File: config.mk
export PLATFORM = sky130hd
export DESIGN_NAME = gf2_poly_divider
export DESIGN_NICKNAME = d
export VERILOG_FILES = /design/src/rtl/gf2_poly_divider.sv
export SDC_FILE = /design/constraint.sdc
export NUM_CORES = 2
export LEC_CHECK = 0
export CORE_AREA = 2 2 601 603
export CTS_CLUSTER_SIZE = 12
export DETAILED_ROUTE_END_ITERATION = 12
export DIE_AREA = 0 0 603 605
export DONT_BUFFER_PORTS = 1
export GPL_ROUTABILITY_DRIVEN = 0
export GPL_TIMING_DRIVEN = 0
export PLACE_DENSITY = 0.4
export SLEW_MARGIN = 20
export SYNTH_ARGS = -nofsm -noshare
export SYNTH_HDL_FRONTEND = slang
export SYNTH_SLANG_ARGS = --single-unit
File: constraint.sdc
create_clock -name clk -period 5 [get_ports clk]
set_input_delay 1 -clock clk [delete_from_list [all_inputs] [get_ports clk]]
set_output_delay 1 -clock clk [all_outputs]
set_load 0.02 [all_outputs]
File: src/rtl/gf2_poly_divider.sv
// rtl/gf2_poly_divider.sv - bit-serial GF(2)[x] long divider (quotient, remainder, divide-by-zero flag)
// Finds the divisor degree one bit per cycle, then shifts the dividend in MSB first, one bit per cycle.
module gf2_poly_divider #(
  parameter int N_WIDTH = 512,
  parameter int D_WIDTH = 256
) (
  input  logic               clk,
  input  logic               rst,
  input  logic               in_valid,
  output logic               in_ready,
  input  logic [N_WIDTH-1:0] dividend,
  input  logic [D_WIDTH-1:0] divisor,
  output logic               out_valid,
  input  logic               out_ready,
  output logic [N_WIDTH-1:0] quotient,
  output logic [D_WIDTH-2:0] remainder,
  output logic               div_by_zero
);

  localparam int IW = $clog2(D_WIDTH);
  localparam int CW = $clog2(N_WIDTH);
  localparam logic [IW-1:0] IDX_TOP = IW'(D_WIDTH - 1);
  localparam logic [CW-1:0] CNT_TOP = CW'(N_WIDTH - 1);

  localparam logic [1:0] IDLE = 2'd0;
  localparam logic [1:0] NORM = 2'd1;
  localparam logic [1:0] DIV  = 2'd2;
  localparam logic [1:0] DONE = 2'd3;

  logic [1:0]         state;
  logic [N_WIDTH-1:0] dvd;
  logic [D_WIDTH-1:0] dvs;
  logic [IW-1:0]      idx;
  logic [IW-1:0]      deg;
  logic [CW-1:0]      cnt;
  logic [D_WIDTH-1:0] t;
  logic               sub;
  logic [D_WIDTH-2:0] r_next;

  // Bits of t at and above deg cancel against the divisor, so only the low D_WIDTH-1 bits are kept.
  always_comb begin
    t      = {remainder, dvd[cnt]};
    sub    = t[deg];
    r_next = t[D_WIDTH-2:0] ^ (sub ? dvs[D_WIDTH-2:0] : '0);
  end

  assign in_ready  = (state == IDLE);
  assign out_valid = (state == DONE);

  always_ff @(posedge clk) begin
    if (rst) begin
      state       <= IDLE;
      dvd         <= '0;
      dvs         <= '0;
      idx         <= '0;
      deg         <= '0;
      cnt         <= '0;
      quotient    <= '0;
      remainder   <= '0;
      div_by_zero <= 1'b0;
    end else begin
      case (state)
        IDLE: begin
          if (in_valid) begin
            dvd         <= dividend;
            dvs         <= divisor;
            idx         <= IDX_TOP;
            quotient    <= '0;
            remainder   <= '0;
            div_by_zero <= 1'b0;
            state       <= NORM;
          end
        end
        NORM: begin
          if (dvs[idx]) begin
            deg   <= idx;
            cnt   <= CNT_TOP;
            state <= DIV;
          end else if (idx == '0) begin
            div_by_zero <= 1'b1;
            state       <= DONE;
          end else begin
            idx <= idx - 1'b1;
          end
        end
        DIV: begin
          remainder <= r_next;
          quotient  <= {quotient[N_WIDTH-2:0], sub};
          if (cnt == '0) state <= DONE;
          else           cnt   <= cnt - 1'b1;
        end
        DONE: begin
          if (out_ready) state <= IDLE;
        end
        default: state <= IDLE;
      endcase
    end
  end

endmodule

==> flow_summary.ini <==
[synth]
synth_cells = 7376
synth_edf_count = 0
yosys-top-cells-area = dfxtp_1 (47%), nand2_1 (11%), mux4_2 (7.8%), a22oi_1 (6.4%), a21oi_1 (6.1%)
synth_commonest_cells = nand2_1 (1864), dfxtp_1 (1563), a21oi_1 (808), a22oi_1 (562), nor2_1 (544)
yosys_warnings = 0
syn_area_mm2 = 0.06628
synth_top_area_share = 0.4721
synth_largest_area_cell = dfxtp_1
synth_nets = 8155
seq_area_frac_synth = 0.4721
synth_seq_cells = 1563
synthMostInstantiatedCell = nand2_1
async_reset_ff_frac = 0
syn_area_per_cell_um2 = 8.986
synth.distinct_cells = 79
synth-main-ff-cell = dfxtp_1

[critical_path]
critPathCaptureType = register
cp.arrival_ns = 5.55
r2r_cells = 16
critPathLaunch = cnt[1]
r2r-end = remainder[14]
critPathCapture = remainder[14]
cp_slowest_cell = mux2i_1
path_common_cell = buf_4
path_cells = buf_4 > buf_4 > buf_4 > buf_6 > buf_4 > mux2i_1 > a311oi_1 > nand3_1 > nand4_1 > o32ai_2 > a2bb2oi_4 > buf_12 > buf_2 > o211ai_1 > xor2_1 > o21ai_1
crit_fanout = 10
start_kind = register
r2r-start = cnt[1]
cp_top_family = buffers and inverters
cp.required_ns = 5.73
critical_path_buf_inv_count = 7
ff2ff_setup_slack_ns = 0.18
critPathKind = register to register
slowest_delay_ns = 0.66
path_depth = 16

[placement]
io_buffers = 0
hpwl_mm = 300.4

[layout]
area_growth_pct = 19.79
nNetsFinal = 8360
drive_gt1_frac = 0.1299
fill_cells = 39180

[detailed_routing]
drc_errors = 0
vias = 58910
first_pass_iters = 8
wl_per_cell_um = 29.22
drtIter0Drc = 4821
via_per_inst = 4.686
ant_nets = 0
wl_mm = 367.3

[global_routing]
grt_max_degree = 16
grt_pass1_wl_mm = 488.1
antenna_found_initial = 97
grt.total_usage = 0.1913
overflow = 0
first_global_vias = 56350

[floorplan]
die_h_um = 605
rows = 220
design.die.area_mm2 = 0.3648
coreArea_mm2 = 0.3581
initial_utilization = 0.1851
ios = 1542
die_w_um = 603

[power]
clockPowerShare = 0.316
p_leak_uw = 0.02572
switching_share = 0.4176
p_switching_uw = 19360
vdd_drop_max_mv = 0.3182
pwr-share-comb = 0.366
internal_power_uw = 26990
powerDensity_mw_per_mm2 = 583.8
pwr-share-seq = 0.317

[clock_network]
cts_sinks = 1563
tritoncts = done
htree_levels = 4
clk_pin_slew_ns = 0.06
numCtsBuffers = 189
cts_hold_buf = 0
clk_latency_ns = 0.90
cts-root-buf = clkbuf_16
cts_max_path_buffers = 4

[timing]
tns_ns = 0
period_needed_ns = 4.819
slew_headroom = 0.1658
fmax_mhz = 207.5
report.final.setup_viol = 0
rsz0062_at_grt = false
whs_ns = 0.2421
worst_pin_slew_ns = 1.249
finalHoldViolations = 0
period_share = 0.9639
fin_skew_ns = 0.07584
slew_violations = 0

[min_path]
min_path_type = primary input to register

[status]
status = finished, final reports clean

[job]
maxCapViolCount = 0
worst register-to-register path, stage by stage (launching register included):
cell and delay (ns):
dfxtp_1 0.31, buf_4 0.23, buf_4 0.28, buf_4 0.41, buf_6 0.35, buf_4 0.39
mux2i_1 0.69, a311oi_1 0.21, nand3_1 0.17, nand4_1 0.12, o32ai_2 0.22, a2bb2oi_4 0.10
buf_12 0.17, buf_2 0.24, o211ai_1 0.55, xor2_1 0.19, o21ai_1 0.07
power groups by stage:
stage / Sequential, µW / Clock (µW) / Combinational (µW)
2_1_floorplan: 14500 / 0 / 10400
3_3_place_gp: 14900 / 0 / 16600
3_5_place_dp: 15000 / 0 / 17000
4_1_cts: 14700 / 15000 / 17100
5_1_grt: 14800 / 15400 / 18100
6_report: 14700 / 14700 / 17000
per-stage QoR:
| stage | worst slack, ns | area, µm² | util | instances | total power [µW] |
|---|---|---|---|---|---|
| final | 0.1807 | 79390 | 0.2217 | 12570 | 46350 |
| after global routing | 0.009770 | 79350 | 0.2216 | 12550 | 48310 |
| after CTS | 0.006758 | 79210 | 0.2212 | 12500 | 46750 |
| after detailed placement | -1.970 | 72600 | 0.2027 | 12160 | 31930 |
| after global placement | -2.426 | 72250 | 0.2018 | 12150 | 31550 |
| after floorplan | 1.794 | 66280 | - | 7376 | 24950 |
logic make-up after synthesis:
group,after synthesis,synth area share
xor gates and xnor gates,258,0.03409
and+or+nand+nor,2541,0.1494
DFF,1563,0.4721
muxes,323,0.09286
adders and majority gates,7,0.001321
AOI/OAI and AO/OA,1993,0.2037
buffers and inverters,691,0.04655
layout make-up:
type	instances	area (µm²)	share of cell area
diodes	66	165.2	0.002080
plain buffers	676	3109	0.03916
clock buffers	269	5410	0.06814
clock inverters	72	1084	0.01365
inverters	15	57.56	0.0007249
multi-input cells	5122	32000	0.4031
flip-flops and latches	1563	31290	0.3941
well taps	4773	5972	0.07522
repair buffers	14	306.5	0.003861
worst min path at each step:
stage,startpoint,to,cells after the start
2_1_floorplan,dvd[294],dvd[294],2
3_3_place_gp,dvd[455],dvd[455],2
3_5_place_dp,dvd[348],dvd[348],2
4_1_cts,divisor[194],dvs[194],2
5_1_grt,dividend[508],dvd[508],2
6_report,divisor[1],dvs[1],2
metal layers:
layer,part of all wire,track usage
met1,0.37,0.2112
met2,0.50,0.3363
met3,0.085,0.06086
met4,0.042,0.08172
met5,0.00027,0
registers in the layout, summed over array words and instances, names as in the netlist:
signal       cells
dvd            512
dvs            256
remainder      255
idx              8
deg              8
state            2
cnt              9
quotient       512
div_by_zero      1
repair_timing:
action	CTS	global route
resized for setup	27	8
setup endpoints to repair	284	4
cloned	0	0
buffers inserted	1	0
pin swaps	2	2
cells in the final DEF (no fill, tap or decap), types with 83 or more instances in the layout:
cell type	Yosys	final
buf_2	83	83
dfxtp_1	1563	1563
a21oi_1	808	806
nand2_1	1864	1864
mux4_2	231	231
clkbuf_16	0	189
nor2_1	544	541
clkbuf_1	509	524
a22oi_1	562	561
xor2_1	255	255
o211ai_2	230	230
o21ai_1	258	259
No activity file was read; power rests on OpenSTA's default activity.
